File: config.mk
export PLATFORM = sky130hd
export DESIGN_NAME = amo_requester
export DESIGN_NICKNAME = d
export VERILOG_FILES = /design/src/rtl/amo_requester.sv
export SDC_FILE = /design/constraint.sdc
export NUM_CORES = 1
export LEC_CHECK = 0
export ABC_CLOCK_PERIOD_IN_PS = 5300
export CAP_MARGIN = 20
export CORE_ASPECT_RATIO = 1.1
export CORE_MARGIN = 4
export CORE_UTILIZATION = 43
export DETAILED_ROUTE_END_ITERATION = 8
export PLACE_DENSITY_LB_ADDON = 0.05
export SETUP_SLACK_MARGIN = 0.05
export SLEW_MARGIN = 20
export SYNTH_ARGS = -nofsm -noshare
export SYNTH_HDL_FRONTEND = slang
export SYNTH_SLANG_ARGS = --single-unit
File: constraint.sdc
create_clock -name clk_i -period 5.3 [get_ports clk_i]
set_input_delay 0.795 -clock clk_i [delete_from_list [all_inputs] [get_ports clk_i]]
set_output_delay 0.795 -clock clk_i [all_outputs]
set_load 0.05 [all_outputs]
File: src/rtl/amo_requester.sv
// Core-side initiator for the bank atomic-memory protocol: packs one load/store/AMO
// into the bank lane layout, runs the request/grant handshake and holds the response.
module amo_requester #(
    parameter int AddrWidth    = 32,
    parameter int AddrMemWidth = 12,
    parameter int DataWidth    = 64
) (
    input  logic                      clk_i,
    input  logic                      rst_ni,
    input  logic                      core_req_valid_i,
    output logic                      core_req_ready_o,
    input  logic [AddrWidth-1:0]      core_addr_i,
    input  logic [3:0]                core_amo_i,
    input  logic                      core_we_i,
    input  logic [31:0]               core_wdata_i,
    input  logic [31:0]               core_cmp_i,
    input  logic [3:0]                core_be_i,
    output logic                      core_rsp_valid_o,
    input  logic                      core_rsp_ready_i,
    output logic [31:0]               core_rsp_data_o,
    output logic                      core_rsp_err_o,
    output logic                      bank_req_o,
    input  logic                      bank_gnt_i,
    output logic [AddrMemWidth-1:0]   bank_add_o,
    output logic [3:0]                bank_amo_o,
    output logic                      bank_wen_o,
    output logic [DataWidth-1:0]      bank_wdata_o,
    output logic [DataWidth/8-1:0]    bank_be_o,
    input  logic [DataWidth-1:0]      bank_rdata_i
);

    localparam int BeW = DataWidth / 8;
    localparam int B   = $clog2(BeW);

    typedef enum logic [1:0] {
        ST_IDLE = 2'd0,
        ST_REQ  = 2'd1,
        ST_WAIT = 2'd2,
        ST_RESP = 2'd3
    } state_t;

    state_t                  r_state;
    state_t                  w_state_next;
    logic                    w_accept;
    logic                    w_is_amo;
    logic                    w_is_cas;
    logic                    w_cas_bad;
    logic                    w_err;
    logic [DataWidth-1:0]    w_pack_wdata;
    logic [BeW-1:0]          w_pack_be;
    logic [31:0]             w_lane;
    logic                    w_unused;

    logic                    r_req_ready;
    logic                    r_bank_req;
    logic [AddrMemWidth-1:0] r_add;
    logic [3:0]              r_amo;
    logic                    r_wen;
    logic [DataWidth-1:0]    r_wdata;
    logic [BeW-1:0]          r_be;
    logic                    r_upper;
    logic                    r_rsp_valid;
    logic [31:0]             r_rsp_data;
    logic                    r_rsp_err;

    assign w_is_amo = (core_amo_i != 4'h0);
    assign w_is_cas = (core_amo_i == 4'hA);
    assign w_err    = (w_is_amo && (core_addr_i[1:0] != 2'b00)) || (w_is_cas && w_cas_bad);
    assign w_unused = ^core_addr_i[AddrWidth-1:AddrMemWidth+B];

    generate
        if (DataWidth == 64) begin : g_dw64
            // CAS carries {swap, cmp} in the low word slot; other accesses replicate the operand
            always_comb begin
                w_pack_wdata = {core_wdata_i, core_wdata_i};
                w_pack_be    = 8'h00;
                if (w_is_cas) begin
                    w_pack_wdata = {core_wdata_i, core_cmp_i};
                    w_pack_be    = 8'h0F;
                end else if (w_is_amo) begin
                    w_pack_be = core_addr_i[2] ? 8'hF0 : 8'h0F;
                end else begin
                    w_pack_be = core_addr_i[2] ? {core_be_i, 4'b0000} : {4'b0000, core_be_i};
                end
            end
            assign w_cas_bad = core_addr_i[2];
            assign w_lane    = r_upper ? bank_rdata_i[63:32] : bank_rdata_i[31:0];
        end else if (DataWidth == 32) begin : g_dw32
            // Single-word bank: CAS cannot carry both operands, so it is always rejected
            always_comb begin
                w_pack_wdata = core_wdata_i;
                if (w_is_amo) begin
                    w_pack_be = 4'hF;
                end else begin
                    w_pack_be = core_be_i;
                end
            end
            assign w_cas_bad = 1'b1;
            assign w_lane    = bank_rdata_i[31:0];
        end else begin : g_bad_dw
            $fatal(1, "amo_requester: DataWidth must be 32 or 64");
        end
    endgenerate

    // Next-state logic; request acceptance only happens in Idle
    always_comb begin
        w_state_next = r_state;
        w_accept     = 1'b0;
        case (r_state)
            ST_IDLE: begin
                if (core_req_valid_i) begin
                    w_accept     = 1'b1;
                    w_state_next = w_err ? ST_RESP : ST_REQ;
                end else begin
                    w_state_next = ST_IDLE;
                end
            end
            ST_REQ: begin
                if (bank_gnt_i) begin
                    w_state_next = ST_WAIT;
                end else begin
                    w_state_next = ST_REQ;
                end
            end
            ST_WAIT: w_state_next = ST_RESP;
            ST_RESP: begin
                if (core_rsp_ready_i) begin
                    w_state_next = ST_IDLE;
                end else begin
                    w_state_next = ST_RESP;
                end
            end
            default: w_state_next = ST_IDLE;
        endcase
    end

    // State, handshake flags, captured request fields and response register
    always_ff @(posedge clk_i or negedge rst_ni) begin
        if (!rst_ni) begin
            r_state     <= ST_IDLE;
            r_req_ready <= 1'b1;
            r_bank_req  <= 1'b0;
            r_add       <= {AddrMemWidth{1'b0}};
            r_amo       <= 4'h0;
            r_wen       <= 1'b0;
            r_wdata     <= {DataWidth{1'b0}};
            r_be        <= {BeW{1'b0}};
            r_upper     <= 1'b0;
            r_rsp_valid <= 1'b0;
            r_rsp_data  <= 32'h0000_0000;
            r_rsp_err   <= 1'b0;
        end else begin
            r_state     <= w_state_next;
            r_req_ready <= (w_state_next == ST_IDLE);
            r_bank_req  <= (w_state_next == ST_REQ);
            r_rsp_valid <= (w_state_next == ST_RESP);
            if (w_accept) begin
                r_add   <= core_addr_i[AddrMemWidth+B-1:B];
                r_amo   <= core_amo_i;
                r_wen   <= w_is_amo ? 1'b0 : core_we_i;
                r_wdata <= w_pack_wdata;
                r_be    <= w_pack_be;
                r_upper <= core_addr_i[2];
                if (w_err) begin
                    r_rsp_data <= 32'h0000_0000;
                    r_rsp_err  <= 1'b1;
                end
            end else if (r_state == ST_WAIT) begin
                r_rsp_data <= w_lane;
                r_rsp_err  <= 1'b0;
            end
        end
    end

    assign core_req_ready_o = r_req_ready;
    assign core_rsp_valid_o = r_rsp_valid;
    assign core_rsp_data_o  = r_rsp_data;
    assign core_rsp_err_o   = r_rsp_err;
    assign bank_req_o       = r_bank_req;
    assign bank_add_o       = r_add;
    assign bank_amo_o       = r_amo;
    assign bank_wen_o       = r_wen;
    assign bank_wdata_o     = r_wdata;
    assign bank_be_o        = r_be;

endmodule

; ---- Word level (Yosys, flattened, before mapping)
; Cells that the tools add are included.
[word_totals]
wordCells = 48
out_inout_bits = 125
ff_bits = 128
[op_classes]
muxes = 20
n_eq_ne = 7
n_reduce_logical = 9
[ops]
columns = cell, count
row1 = 32-bit 2-to-1 mux, 5
row2 = 8-bit 2-to-1 mux, 4
row3 = 2-bit 2-to-1 mux, 4
row4 = 2-bit one-hot mux with 4 select lines, 1
row5 = "2-bit == test, second input constant", 3
row6 = 1-bit 2-to-1 mux, 6
row7 = "2-bit by 1-bit == test with 1-bit output, second input constant", 2
row8 = "4-bit == test, second input constant", 1
row9 = 2-bit zero test, 2
row10 = 2-bit nonzero test, 2
row11 = 4-bit nonzero test, 1
row12 = 1-bit logical AND, 2
row13 = "2-bit by 1-bit != test with 1-bit output, second input constant", 1
row14 = 2-bit AND reduction, 1
row15 = 1-bit logical OR, 1

; ---- Depth between registers and ports, before layout
[logic_depth]
ltp_word = 7
depth_mapped = 7
ltp_nobuf = 3

; ---- Worst setup path before layout
; No wires, ideal clock.
[synth_timing]
path_kind = input-to-reg
start = input core_amo_i[1]
end = register r_rsp_data[10] (netlist: core_rsp_data_o[10])
arrival_time_ns = 2.163
required_ns = 5.206
path_slack_ns = 3.043
setup_ns = 0.094
path_buffers = 3
cell_stages = 6
cell_sequence = or4_1 buf_2 a22o_1 buf_6 buf_6 a221oi_2
[synth_between]
elab_chain_cells = 5
[synth_rtl]
columns = item, line
row1 = start: declaration, 13  ; input logic [3:0] core_amo_i,
row2 = 4-bit == test or 4-bit nonzero test (tied branches), "67, 66"
row3 = 1-bit logical AND, 68  ; assign w_err = (w_is_amo && (core_addr_i[1:0] != 2'b00)) || (w_is_cas && w_cas_bad);
row4 = 1-bit logical OR *, 68
row5 = 2-bit by 1-bit != test with 1-bit output (no source line) *, -
row6 = 2-bit AND reduction (no source line) *, -
row7 = end signal: assignment, 169  ; r_rsp_data <= w_lane;
row8 = end: declaration, 63  ; logic [31:0] r_rsp_data;
; Every way passes the cells marked *; elsewhere a longest branch is shown, timed or not.
; A chain may end at the register's enable or synchronous reset.

; ---- Final worst setup path
[layout_timing]
start = input core_amo_i[0]
end = register r_rsp_data[1] (netlist: core_rsp_data_o[1])
; The elaborated chain is that of the path after synthesis.

==> metrics.cfg <==
[status]
outcome=complete, no violations

[drt]
drc=0
dr.pass1.iters=4
drt-initial-drc-count=344
routed_via_density=5.04
wirelength_mm=17.2
num_vias=5024
ant_nets=0
routedWlPerCell_microns=17.3

[clock_network]
cts_tree=built
ctsHoldBuffers=0
clk_pin_slew_ns=0.06
cts_resized=0
htree_levels=4
clkSinkCount=128
numCtsBuffers=17
root_buffer=clkbuf_16
clk_path_buf_depth=2
postCtsSetupBuffers=0
clock_latency_ns=0.41

[sta]
tightest_slew_ns=1.06
setup_viol=0
finalCritPeriodShare_pct=51.7
fin_crit_ns=2.74
hold_violations=0
fin_worst_hold_slack_ns=0.172
fin_tns_setup_ns=0
slew_headroom_pct=29.3
finClkSkew_ns=0.0126
finalMaxSlewViolations=0
rsz0062_at_grt=no
clock.fmax_mhz=365

[synthesis]
syn-num-nets=734
synth_seq_cells=128
syn_area_sq_um=5740
syn_avg_cell_area_sq_um=10.2
ys_seq_area_share_pct=55.8
synthCells=560
ys.warnings.count=0
synth_cell_types=31

[placement]
dp_hpwl_mm=12.6
gp_congestion=0.819
place_inst=964
portBuffers=281

[power]
power_frac_seq_pct=26.7
netSwitchingFraction_pct=47.9
p_leak_nw=4.04
finalPower_w=0.00654
switchingPower_w=0.00313
power.share.combinational_pct=55.0
cellInternalPower_w=0.00341
clock_power_share_pct=18.3
ir_drop_uv=423
p_per_area_nw_per_um2=708

[critical_path]
crit_buf_inv=1
cp_slowest_cell=or4_1
critPathMaxFanout=36
worst_path_dominant_cell_family=compound AO/OA/AOI/OAI gates
path_cells=clkdlybuf4s50_1, or4_1, a22o_2, a221oi_1
cp.required_ns=5.59
end_kind=flip-flop
slowest_delay_ns=0.70
worstPathArrival_ns=3.03
start_kind=input port
crit_type=in -> reg

[hold_path]
hp-class=in -> async

[floorplan]
rows=44
die_x_microns=118
io_pins=299
die_height_microns=129
dieArea_sq_um=15300
start_util_pct=43.6
core_sq_um=13200

[finish]
fill_cells=1034
final_cells=996
drive_above_1_share_pct=9.10
diodes=0
finalNetCount=996
syn_to_final_growth_pct=61.0

[grt]
track_usage_pct=22.5
grt_pass1_vias=5369
globalRouteOverflowTotal=0
grt_pass1_wl_mm=27.4
antenna_found_initial=1
grt_max_degree=82

[run]
drv_cap=0

[power by group through the flow]
stage	sequential (W)	combinational [W]	clock, W
CTS	0.00175	0.00364	0.00122
finish	0.00174	0.00360	0.00120
global route	0.00181	0.00379	0.00127
detailed placement	0.00176	0.00363	0
global placement	0.00173	0.00357	0
floorplan	0.00322	0.000864	0
[area by class of cell]
class	count	area, sq um	area share (%)
well taps	161	201	2.18
multi-input cells	385	2350	25.4
clock buffers	17	425	4.60
inverters	2	7.51	0.0812
repair buffers	288	2870	31.0
flip-flops and latches	128	3210	34.7
clock inverters	15	185	2.00
[worst paths after layout]
path                                   from                 end  slack, ns  depth (start not counted)
setup reg to reg                 r_state[0]    bank_wdata_o[21]       3.13                          3
hold / removal                       rst_ni    bank_wdata_o[19]       0.17                          1
setup / recovery              core_amo_i[0]  core_rsp_data_o[1]       2.56                          4
max in group asynchronous            rst_ni             r_upper       4.21                          2
min in group clk_i         bank_wdata_o[57]    bank_wdata_o[57]       0.47                          2
hold reg to reg            bank_wdata_o[57]    bank_wdata_o[57]       0.47                          2
[registers in the layout (all words and copies together), names as in the netlist]
name              count
bank_be_o             8
bank_wdata_o         64
r_upper               1
r_state               2
bank_wen_o            1
core_req_ready_o      1
bank_req_o            1
core_rsp_data_o      32
core_rsp_valid_o      1
core_rsp_err_o        1
bank_add_o           12
bank_amo_o            4
[placed cells by master, fill, tap and decap left out, types with 2 or more instances in the layout]
| master | n |
|---|---|
| o21ai_0 | 32 |
| a221oi_1 | 6 |
| clkinv_4 | 4 |
| mux2i_1 | 64 |
| a21oi_1 | 6 |
| o31ai_1 | 4 |
| buf_4 | 7 |
| inv_1 | 2 |
| bufinv_16 | 3 |
| a22o_1 | 2 |
| dfrtp_1 | 126 |
| nor2_1 | 42 |
| inv_6 | 4 |
| a221oi_2 | 26 |
| clkinv_2 | 2 |
| clkdlybuf4s50_1 | 280 |
| o21bai_1 | 4 |
| nand2_1 | 184 |
| clkbuf_16 | 17 |
| clkinvlp_4 | 2 |
[synth_stat cells]
cell,n,area [sq um]
mux2i_1,64,641
o21bai_1,4,30.0
or2_2,1,6.26
buf_1,5,18.8
a21oi_1,6,30.0
nor4bb_1,1,10.0
dfstp_2,1,26.3
a221oi_1,6,52.6
nand2_1,184,691
a21o_1,1,7.51
o31ai_1,4,30.0
nor2_1,42,158
nor3_1,1,5.00
o2bb2ai_1,1,8.76
buf_2,9,45.0
a22o_1,3,26.3
nor2b_1,1,6.26
mux2_2,1,11.3
nor3b_1,1,7.51
nand2b_1,1,6.26
or4_1,1,7.51
o32ai_1,1,8.76
o21ai_0,32,160
or3b_2,1,8.76
buf_6,4,45.0
a31o_2,1,8.76
clkbuf_1,27,101
a221oi_2,26,390
a31oi_1,1,6.26
inv_1,2,7.51
dfrtp_1,127,3180
[worst reg2reg max path, cell delays in order (launching register included)]
cell and delay (ns):
dfrtp_1 0.55, or3b_4 0.66, buf_4 0.60, o21ai_0 0.21
[per-layer routing]
layer | GRT usage (%) | vias to the layer above | share of wire (%)
met4 | 8.55 | 2 | 2.9
met2 | 38.1 | 203 | 49
met5 | 0 | - | 0.076
met1 | 26.1 | 2363 | 40
li1 | - | 2422 | -
met3 | 8.51 | 34 | 9.0
[logic make-up after synthesis]
| family | after synthesis | share of synthesized area, % |
|---|---|---|
| AND/OR/NAND/NOR | 234 | 15.8 |
| flip-flops | 128 | 55.8 |
| AO/OA/AOI/OAI | 86 | 13.2 |
| multiplexers | 65 | 11.4 |
| buffers and inverters | 47 | 3.79 |
[stage by stage]
stage          utilization [%]  instance area (sq um)  setup WS (ns)
3_3_place_gp              65.6                   8630           2.18
2_1_floorplan                -                   5740           3.04
5_1_grt                   70.2                   9240           2.45
3_5_place_dp              65.6                   8630           2.13
4_1_cts                   70.2                   9240           2.54
6_report                  70.2                   9240           2.56
No activity file was read; power rests on OpenSTA's default activity.
